File: config.mk
export PLATFORM = sky130hd
export DESIGN_NAME = quad_encoder_tx
export DESIGN_NICKNAME = d
export VERILOG_FILES = /design/src/rtl/quad_encoder_tx.sv
export SDC_FILE = /design/constraint.sdc
export NUM_CORES = 1
export LEC_CHECK = 0
export CORE_ASPECT_RATIO = 1.4
export CORE_MARGIN = 3
export CORE_UTILIZATION = 40
export CTS_CLUSTER_SIZE = 8
export DETAILED_ROUTE_END_ITERATION = 8
export GPL_TIMING_DRIVEN = 1
export PLACE_DENSITY = 0.64
export SYNTH_ARGS = -nofsm -noshare
export SYNTH_HDL_FRONTEND = slang
export SYNTH_SLANG_ARGS = --single-unit
File: constraint.sdc
create_clock -name clk -period 3.8 [get_ports clk]
set_input_delay 0.76 -clock clk [delete_from_list [all_inputs] [get_ports clk]]
set_output_delay 0.76 -clock clk [all_outputs]
set_load 0.1 [all_outputs]
File: src/rtl/quad_encoder_tx.sv
// Quadrature encoder emulator: walks enc_a/enc_b through whole detents so a
// paired encoder-counting receiver moves its paddle to the requested row.
module quad_encoder_tx #(
   parameter int PHASE_DIV = 1000,
   parameter int HOME_Y    = 28,
   parameter int MIN_Y     = 0,
   parameter int MAX_Y     = 58
) (
   input  logic       clk,
   input  logic       reset,
   input  logic       enable,
   input  logic       home,
   input  logic       target_valid,
   input  logic [5:0] target_y,
   output logic       enc_a,
   output logic       enc_b,
   output logic [5:0] pos_y,
   output logic       busy,
   output logic       step
);

   localparam int            TW    = (PHASE_DIV > 1) ? $clog2(PHASE_DIV) : 1;
   localparam logic [TW-1:0] TLAST = TW'(PHASE_DIV - 1);
   localparam logic [5:0]    HOME6 = 6'(HOME_Y);

   typedef enum logic [2:0] {
      S_IDLE,
      S_P1,
      S_P2,
      S_P3,
      S_P4
   } state_t;

   state_t        r_state;
   logic [TW-1:0] r_timer;
   logic          r_dir_up;
   logic          r_enc_a;
   logic          r_enc_b;
   logic [5:0]    r_pos;
   logic [5:0]    r_tgt;
   logic          r_step;

   state_t        w_state_nxt;
   logic [TW-1:0] w_timer_nxt;
   logic          w_dir_nxt;
   logic          w_start;
   logic          w_want;
   logic          w_up;
   logic          w_phase_end;
   logic [1:0]    w_code_nxt;
   logic          w_init;

   function automatic logic [5:0] clamp_y(input logic [5:0] y);
      if (int'(y) < MIN_Y)      return 6'(MIN_Y);
      else if (int'(y) > MAX_Y) return 6'(MAX_Y);
      else                      return y;
   endfunction

   // {a,b} driven while in a given phase; P1/P3 swap with direction so the
   // receiver sees A lead B going up and B lead A going down.
   function automatic logic [1:0] phase_code(input state_t s, input logic up);
      case (s)
         S_P1:    return up ? 2'b10 : 2'b01;
         S_P2:    return 2'b11;
         S_P3:    return up ? 2'b01 : 2'b10;
         default: return 2'b00;
      endcase
   endfunction

   assign w_init      = reset | home;
   assign w_want      = enable && (r_pos != r_tgt);
   assign w_up        = (r_tgt > r_pos);
   assign w_phase_end = (r_timer == TLAST);

   always_comb begin
      w_state_nxt = r_state;
      w_timer_nxt = r_timer;
      w_dir_nxt   = r_dir_up;
      w_start     = 1'b0;
      case (r_state)
         S_IDLE: begin
            w_timer_nxt = '0;
            if (w_want) begin
               w_state_nxt = S_P1;
               w_dir_nxt   = w_up;
               w_start     = 1'b1;
            end
         end
         S_P1, S_P2, S_P3: begin
            if (w_phase_end) begin
               w_timer_nxt = '0;
               case (r_state)
                  S_P1:    w_state_nxt = S_P2;
                  S_P2:    w_state_nxt = S_P3;
                  default: w_state_nxt = S_P4;
               endcase
            end else begin
               w_timer_nxt = r_timer + TW'(1);
            end
         end
         S_P4: begin
            // The 00 dwell always runs to completion; only then is the
            // latest target and enable consulted for another detent.
            if (w_phase_end) begin
               w_timer_nxt = '0;
               if (w_want) begin
                  w_state_nxt = S_P1;
                  w_dir_nxt   = w_up;
                  w_start     = 1'b1;
               end else begin
                  w_state_nxt = S_IDLE;
               end
            end else begin
               w_timer_nxt = r_timer + TW'(1);
            end
         end
         default: begin
            w_state_nxt = S_IDLE;
            w_timer_nxt = '0;
         end
      endcase
      w_code_nxt = phase_code(w_state_nxt, w_dir_nxt);
   end

   always_ff @(posedge clk) begin
      if (w_init) begin
         r_state  <= S_IDLE;
         r_timer  <= '0;
         r_dir_up <= 1'b0;
         r_enc_a  <= 1'b0;
         r_enc_b  <= 1'b0;
         r_pos    <= HOME6;
         r_tgt    <= HOME6;
         r_step   <= 1'b0;
      end else begin
         r_state  <= w_state_nxt;
         r_timer  <= w_timer_nxt;
         r_dir_up <= w_dir_nxt;
         r_enc_a  <= w_code_nxt[1];
         r_enc_b  <= w_code_nxt[0];
         r_step   <= w_start;
         // Shadow count moves on the edge that enters P1, with the encoder code.
         if (w_start) begin
            r_pos <= w_dir_nxt ? (r_pos + 6'd1) : (r_pos - 6'd1);
         end
         if (target_valid) begin
            r_tgt <= clamp_y(target_y);
         end
      end
   end

   assign enc_a = r_enc_a;
   assign enc_b = r_enc_b;
   assign pos_y = r_pos;
   assign busy  = (r_state != S_IDLE);
   assign step  = r_step;

endmodule

======== Yosys cells after proc, flatten, opt, wreduce, memory -nomap -nowiden ========
Index checks and enable logic that the tools add are counted.
operators by class
  add/subtract/negate cells ............... 3
  magnitude comparators ................... 2
  equality and inequality tests ........... 9
  mux-type cells .......................... 17
  bitwise operators ....................... 2
  reductions and logical operators ........ 6
operators with widths
  cell                                                                   count
  3-bit by 2-bit equality test with 1-bit output, second input constant  4
  6-bit 2-to-1 mux                                                       2
  10-bit by 1-bit adder with 10-bit output, second input constant        1
  10-bit equality test, second input constant                            1
  3-bit 2-to-1 mux                                                       3
  3-bit one-hot mux with 3 select lines                                  1
  6-bit by 1-bit adder with 6-bit output, second input constant          1
  3-bit by 1-bit equality test with 1-bit output, second input constant  2
  6-bit > comparator                                                     1
  6-bit > comparator, second input constant                              1
  6-bit inequality test                                                  1
  2-bit one-hot mux with 3 select lines                                  1
  3-bit one-hot mux with 2 select lines                                  1
  3-bit OR reduction                                                     2
  6-bit by 1-bit subtractor with 6-bit output, second input constant     1
  1-bit 2-to-1 mux                                                       5
  2-bit 2-to-1 mux                                                       2
  1-bit one-hot mux with 2 select lines                                  2
  4-bit OR reduction                                                     1
  3-bit equality test, second input constant                             1
  3-bit logical NOT                                                      1
  3-bit nonzero test                                                     1
  1-bit logical AND                                                      1
  1-bit NOT                                                              1
  1-bit bitwise OR                                                       1
storage, ports and cells
  bits in registers ....................... 29
  input bits .............................. 11
  output and inout bits ................... 10
  word-level logic and storage cells ...... 47

======== Longest topological paths before layout ========
Gate-level depths: netlist of run 1.
  word-level depth ........................ 7
  mapped depth ............................ 14
  depth with buffers taken out ............ 14

======== Worst setup path before layout of run 1 ========
OpenSTA, ideal clock, no wires.
  path type ............................... reg2reg
  start point ............................. reg r_pos[4], in the netlist pos_y[4]
  end point ............................... reg r_pos[5], in the netlist pos_y[5]
  library setup time ...................... 87 ps
  arrival time ............................ 3,707 ps
  data required time ...................... 3,713 ps
  slack ................................... 6 ps
  cell stages (with the launch flop) ...... 14
  path buffers ............................ 0
  period minus slack after synthesis ...... 3,794 ps
  cell sequence ........................... dfxtp_1 inv_1 ha_1 nand4_1 o211ai_1 a21oi_4 o21ai_0 ha_1 a211oi_1 o21bai_1 a21oi_1 xor2_1 o211ai_1 o31ai_1
on the way
  longest elaborated chain between the ends .. 6
  elaborated cells on any way between the ends .. 12
  those cells by class .................... add/sub: 2; order compare: 1; eq/ne: 1; mux: 7; reduce/logical: 1
RTL lines
  item                                                                        RTL line  source
  start, declared                                                             39        logic [5:0] r_pos;
  start signal, assigned                                                      144       r_pos <= w_dir_nxt ? (r_pos + 6'd1) : (r_pos - 6'd1);
  parallel branches: the longest is 6 deep, another holds 6-bit > comparator  n/a
Parallel ways; which one is timed is not known.
A chain may end at the register's enable or synchronous reset.

======== Worst setup path after layout of run 1 ========
  start point ............................. reg r_pos[3], in the netlist pos_y[3]
  end point ............................... reg r_pos[5], in the netlist pos_y[5]
The elaborated chain is that of the path after synthesis.

==> metrics.md, run 1 <==
| Metric | Value |
|---|---|
| Crit-path max FO | 10 |
| Setup_tns | 0 ns |
| Worst hold path class | flip-flop to flip-flop |
| CP Data Required Time | 3.97 ns |
| Synthesized area | about 0.0015 mm^2 |
| Setup CP Type | flip-flop to flip-flop |
| Mean Syn Cell Area | 8.82 um^2 |
| Cell Area, Placed | between 0.0015 and 0.002 mm^2 |
| Met2 WL post-DR | 1800 um |
| Initial DRC count | 39 |
| Number of synthesized flops with an enable pin | 0 |
| Wl on met1 | 1330 um |
| Share of cells above drive strength 1 | about 8.2% |
| Final period utilization | 89.3% |
| I/O pin count | 21 |
| Port bufs | 20 |
| Clk_lat worst skew | 0.28 ns |
| Worst setup margin | 0.408 ns |
| Hold Violations, Final | 0 |
| Post-synthesis net count | 193 |
| # Max-Cap Violations | 0 |
| Top FF cell, synth | dfxtp_1 |
| Gates resized, CTS repair | 0 |
| GR Overflow Total | 0 |
| Routability cong. | 0.752 |
| GR Util All Layers | 16.9% |
| Layout fillers | 351 |
| Count leader, synth | dfxtp_1 |
| Hold EP | r_timer[0] |
| Die footprint | 0.00453 mm^2 |
| Starting density of the core | 42.8% |
| Total CTS buffers | 5 |
| Slew at the pin with the worst max-slew slack | 0.976 ns |
| Area of the multi-input gates | 862 um^2 |
| R2R depth | 13 |
| Worst path bufs/invs | 1 |
| Final setup violation count | 0 |
| Shortest period the worst path allows | 3.39 ns |
| Vias | 1271 |
| DRT antenna net count | 0 |
| Largest net degree at the start of global routing | 12 |
| Rel. slew slack | 34.7% |
| Min-Delay Path Depth | 1 |
| Fmax | between 200 and 300 MHz |
| Synth top area cells | dfxtp_1 39%, ha_1 9.2%, nor2_1 5.3% |
| VDD IR-drop max | 0.000396 V |
| RR Endpoint | pos_y[5] |
| Worst-case clock buffer depth | 2 |
| Initial antenna violation count | 0 |
| Slowest stage delay, CP | 0.59 ns |
| Setup slack, reg-to-reg | 0.41 ns |
| Final non-filler cell total | 235 |
| Post-place setup slack | 0.291 ns |
| Clock root buffer | clkbuf_8 |
| Worst Clk Skew | 0.00436 ns |
| Clock Pin Slew Worst Setup and Hold Paths | 0.06 ns |
| Crit. End Element | flip-flop |
| Worst Setup Start Kind | flip-flop |
| Pins over their slew limit | 0 |
| First-pass GRT wire length | 5820 um |
| Async SR Flop Fraction | 0% |
| Top Layer Used | met4 |
| Core footprint | 0.00350 mm^2 |
| Fin area | 0.00182 mm^2 |
| Seq/Total Area, Yosys | 38.7% |
| Number of synthesized register bits | 29 |
| CTS sink cnt | 29 |
| Area grow syn2layout | 21.4% |
| Post-DP HPWL | 2520 um |
| RR Startpoint | pos_y[3] |
| Overall Power | 0.900 mW |
| Row count | 25 |
| Hold_buf cts | 0 |
| Detailed Route WL | 3330 um |
| Vias/cell | 5.41 |
| CP cell instances | inv_1 > ha_1 > nand4_1 > o211ai_1 > a21oi_4 > o21ai_0 > ha_1 > a211oi_1 > o21bai_1 > a21oi_1 > xor2_1 > o211ai_1 > o31ai_1 |
| DIE HEIGHT | 78.5 um |
| Final routed DRC violation total | 0 |
| Critical path arrival | about 3.6 ns |
| Dpl cells | 227 |
| Power per cell area | 494 mW/mm^2 |
| Total Nets Final | 217 |
| Pre-antenna DRT Iters | 4 |
| Top cell type's share of synthesized area | approximately two fifths |
| Synth Instances | 170 |
| Die Width | 57.8 um |
| Leading area contributor after synthesis | dfxtp_1 |
| Vias in the first global route | 1307 |
| WL/cell | 14.2 um |
| Setup Buffers After CTS | 0 |
| CP Launch Point | pos_y[3] |
| Most common library cells after synthesis | 29 x dfxtp_1, 21 x nor2_1, 13 x nand2_1 |
| Critical-path top delay cell | o21ai_0 |
| FF+latch area | 581 um^2 |
| Met3 wire length | between 100 and 150 um |
| Cell variety after synth | 34 |
| ANT cells | 0 |
| TritonCTS clock tree | yes |
| CTS H-tree depth | 2 |
| Pleak | about 0.76 nW |
| RSZ-0062 raised after global routing | false |
| Outcome | completed |
| CP top delay family | compound AO/OA/AOI/OAI gates |
| Hold_sp | r_timer[0] |
| Syn. warnings | 0 |
metrics by stage:
stage                     hold slack (ns)  util [%]
after floorplan                     0.430         -
after global placement              0.443      49.6
after detailed placement            0.466      49.6
after CTS                           0.478      52.0
final                               0.472      52.0
after global routing                0.503      52.0
sequential cells by signal (all words and copies together) (netlist names):
register  flops
r_timer      10
pos_y         6
r_tgt         6
r_state       3
enc_a         1
enc_b         1
r_dir_up      1
step          1
power by group:
group / switching, mW / internal, mW / leakage, nW
logic: 0.209 / 0.112 / 0.477
clock network: 0.121 / 0.127 / 0.0450
registers: 0.0140 / 0.319 / 0.235
total: 0.343 / 0.557 / 0.758
worst max path at each step:
stage | slack, ns | cells after the start | end
5_1_grt | 0.03 | 13 | pos_y[5]
6_report | 0.41 | 13 | pos_y[5]
2_1_floorplan | 0.006 | 13 | pos_y[5]
3_3_place_gp | 0.37 | 11 | pos_y[5]
4_1_cts | 0.42 | 13 | pos_y[5]
3_5_place_dp | 0.29 | 11 | pos_y[5]
cells in the final DEF, fill, tap and decap left out, drive strengths merged, types with 3 or more instances in the layout:
| cell type | synthesis | final |
|---|---|---|
| clkbuf | 3 | 6 |
| xor2 | 6 | 6 |
| ha | 11 | 11 |
| a21o | 3 | 3 |
| nor2 | 21 | 21 |
| xnor2 | 6 | 6 |
| clkdlybuf4s50 | 0 | 19 |
| mux2i | 6 | 6 |
| nand4 | 3 | 3 |
| a211oi | 3 | 3 |
| a21oi | 12 | 12 |
| inv | 11 | 11 |
| dfxtp | 29 | 29 |
| and3 | 4 | 4 |
| nand3 | 9 | 9 |
| nand2 | 14 | 14 |
| o211ai | 4 | 4 |
| o21ai | 7 | 7 |
metal layers:
metal / track usage, % / vias to the layer above
met2: 30.2 / 26
met3: 4.93 / 10
met1: 17.6 / 599
met5: 0 / -
li1: - / 636
met4: 7.66 / 0
kinds of logic after synthesis:
family	after synthesis	synth area share, %
AOI/OAI and AO/OA	34	14.9
xor gates and xnor gates	12	7.01
and+or+nand+nor	62	21.0
adders and majority gates	12	10.5
buffers and inverters	15	3.84
DFF	29	38.7
muxes	6	4.00
final cells by class:
class                   instances  share of cell area [%]
multi-input cells             126                    47.3
clock buffers                   6                    3.98
flip-flops and latches         29                    31.9
repair buffers                 21                    11.3
clock inverters                 2                   0.549
well taps                      40                    2.75
inverters                      11                    2.27
No activity file was read; power rests on OpenSTA's default activity.
==> run 2, diff against run 1 <==
--- a/config.mk
+++ b/config.mk
@@ -11,6 +11,7 @@
 export CTS_CLUSTER_SIZE = 8
 export DETAILED_ROUTE_END_ITERATION = 8
 export GPL_TIMING_DRIVEN = 1
+export HOLD_SLACK_MARGIN = 0.03
 export PLACE_DENSITY = 0.64
 export SYNTH_ARGS = -nofsm -noshare
 export SYNTH_HDL_FRONTEND = slang
==> results of run 2 <==
The final DEF is identical to that of run 1; final timing and power are the same.
==> run 3, diff against run 2 <==
--- a/config.mk
+++ b/config.mk
@@ -5,6 +5,7 @@
 export SDC_FILE = /design/constraint.sdc
 export NUM_CORES = 1
 export LEC_CHECK = 0
+export CAP_MARGIN = 5
 export CORE_ASPECT_RATIO = 1.4
 export CORE_MARGIN = 3
 export CORE_UTILIZATION = 40
@@ -13,6 +14,7 @@
 export GPL_TIMING_DRIVEN = 1
 export HOLD_SLACK_MARGIN = 0.03
 export PLACE_DENSITY = 0.64
+export SETUP_SLACK_MARGIN = 0.5
 export SYNTH_ARGS = -nofsm -noshare
 export SYNTH_HDL_FRONTEND = slang
 export SYNTH_SLANG_ARGS = --single-unit
==> run 3 against run 2 <==
Clock skew shrank 0.00078 ns. Die area is the same. Register-to-register slack gained 0.43 ns.
==> metrics.md, run 3 (synthesis results as in run 1) <==
| Metric | Value |
|---|---|
| Outcome | completed |
| CP Data Required Time | 3.96 ns |
| Setup slack, reg-to-reg | 0.84 ns |
| Max reg flops | 10 |
| Critical path arrival | about 3.1 ns |
| Critical-path top delay cell | a211oi_2 |
| CTS sink cnt | 29 |
| DIE HEIGHT | 78.5 um |
| Routability cong. | 0.806 |
| Initial DRC count | 32 |
| Rel. slew slack | between 30% and 40% |
| Total Nets Final | 218 |
| Clk_lat worst skew | around 0.28 ns |
| Crit-path max FO | 6 |
| Worst hold path class | flip-flop to flip-flop |
| Worst path bufs/invs | 1 |
| ANT cells | 0 |
| Initial antenna violation count | 0 |
| Die footprint | 0.00453 mm^2 |
| Clock root buffer | clkbuf_8 |
| Commonest non-fill, non-tap cell in the layout | dfxtp_1 |
| VDD IR-drop max | 0.000392 V |
| TritonCTS clock tree | yes |
| Setup CP Type | flip-flop to flip-flop |
| Clock Pin Slew Worst Setup and Hold Paths | 0.06 ns |
| Die Width | 57.8 um |
| Detailed Route WL | approximately 3200 um |
| Area grow syn2layout | 25.4% |
| Starting density of the core | a little over two fifths |
| Slew at the pin with the worst max-slew slack | between 0.9 and 1 ns |
| Fmax | approximately 340 MHz |
| Share of cells above drive strength 1 | between 10% and 20% |
| GR Overflow Total | 0 |
| CP cell instances | inv_1 > ha_1 > nand4_1 > a21oi_1 > a211oi_2 > nand2_2 > o21ai_4 > ha_1 > a211oi_1 > o21bai_1 > a21oi_1 > xor2_1 > o211ai_1 > o31ai_1 |
| RR Startpoint | pos_y[4] |
| Vias/cell | 5.36 |
| Worst Clk Skew | 0.00358 ns |
| Biggest register | r_timer |
| R2R depth | 14 |
| RR Endpoint | pos_y[5] |
| CP Launch Point | pos_y[4] |
| Setup_tns | 0 ns |
| Port bufs | 20 |
| Setup crit end | pos_y[5] |
| Total CTS buffers | 5 |
| Vias | 1265 |
| GR Util All Layers | 15.6% |
| DRT antenna net count | 0 |
| Final period utilization | 78.0% |
| Pre-antenna DRT Iters | 4 |
| CP Depth | 14 |
| Core footprint | 0.00350 mm^2 |
| Final routed DRC violation total | 0 |
| Hold_buf cts | 0 |
| Row count | 25 |
| Slowest stage delay, CP | 0.38 ns |
| WL/cell | 13.5 um |
| CTS H-tree depth | 2 |
| Post-DP HPWL | around 2500 um |
| Final core occ | 53.7% |
| Crit. End Element | flip-flop |
| Most frequent cells in the layout | 23 x dfxtp_1, 21 x nor2_1, 19 x clkdlybuf4s50_1 |
| Hold Violations, Final | 0 |
| First-pass GRT wire length | around 5500 um |
| RSZ-0062 raised after global routing | false |
| Shortest period the worst path allows | just under 3 ns |
| # Max-Cap Violations | 0 |
| I/O pin count | 21 |
| Pins over their slew limit | 0 |
| CP top delay family | compound AO/OA/AOI/OAI gates |
| Worst-case clock buffer depth | 2 |
| Vias in the first global route | about 1300 |
| Power per cell area | 531 mW/mm^2 |
| Final setup violation count | 0 |
| Pleak | 0.779 nW |
| Worst Setup Start Kind | flip-flop |
| Largest net degree at the start of global routing | 12 |
run 3: changes by cell type in the layout (fill, tap and decap cells not counted):
cell / before / now
dfxtp_1: 29 / 23
dfxtp_2: 0 / 6
clkinv_2: 2 / 0
buf_4: 2 / 3
bufinv_16: 0 / 1
clkbuf_8: 5 / 6
o21ai_0: 7 / 6
o21ai_4: 0 / 1
run 3: how the worst min path moves through the flow:
stage                from         end  cells past startpoint
2_1_floorplan  r_timer[0]  r_timer[0]                      1
3_3_place_gp   r_timer[0]  r_timer[0]                      1
3_5_place_dp   r_timer[0]  r_timer[0]                      1
4_1_cts        r_timer[0]  r_timer[0]                      1
5_1_grt        r_timer[0]  r_timer[0]                      1
6_report         r_tgt[0]    r_tgt[0]                      2
run 3: power breakdown:
part	total [mW]	internal (mW)	switching [mW]
Combinational	0.334	0.119	0.215
Clock	0.330	0.213	0.117
Sequential	0.334	0.320	0.0141
Total	0.999	0.653	0.346
run 3: cell type report:
type                    count  area, um^2
clock inverters             1        30.0
repair buffers             22         213
fillers                   332        1620
flip-flops and latches     29         588
well taps                  40        50.0
inverters                  11        41.3
multi-input cells         126         873
clock buffers               7        86.3
run 3: through the flow:
step / instance area, um^2 / setup slack, ns / hold slack, ns / power, mW / std cells
finish: 1880 / 0.836 / 0.474 / 0.999 / 236
global route: 1880 / 0.526 / 0.501 / 1.05 / 236
CTS: 1860 / 0.592 / 0.473 / 0.997 / 235
floorplan: 1510 / 0.537 / 0.430 / 0.585 / 170
global placement: 1750 / 0.454 / 0.444 / 0.649 / 227
detailed placement: 1750 / 0.330 / 0.457 / 0.664 / 227
run 3: worst min-delay path, cell delays in order, from the launching register on:
cell and delay (ns):
dfxtp_1 0.31, nand2b_1 0.07, a21oi_1 0.05
run 3: timing repair:
item | 4_1_cts | 5_1_grt
gates resized for setup | 0 | 2
setup endpoints to repair | 0 | 1
setup buffers | 0 | 1
run 3: routing by layer:
layer  global-route usage (%)  wire length, um
met1                     16.7             1310
met2                     26.5             1630
met5                        0                0
met3                     3.78              113
met4                     10.2              127
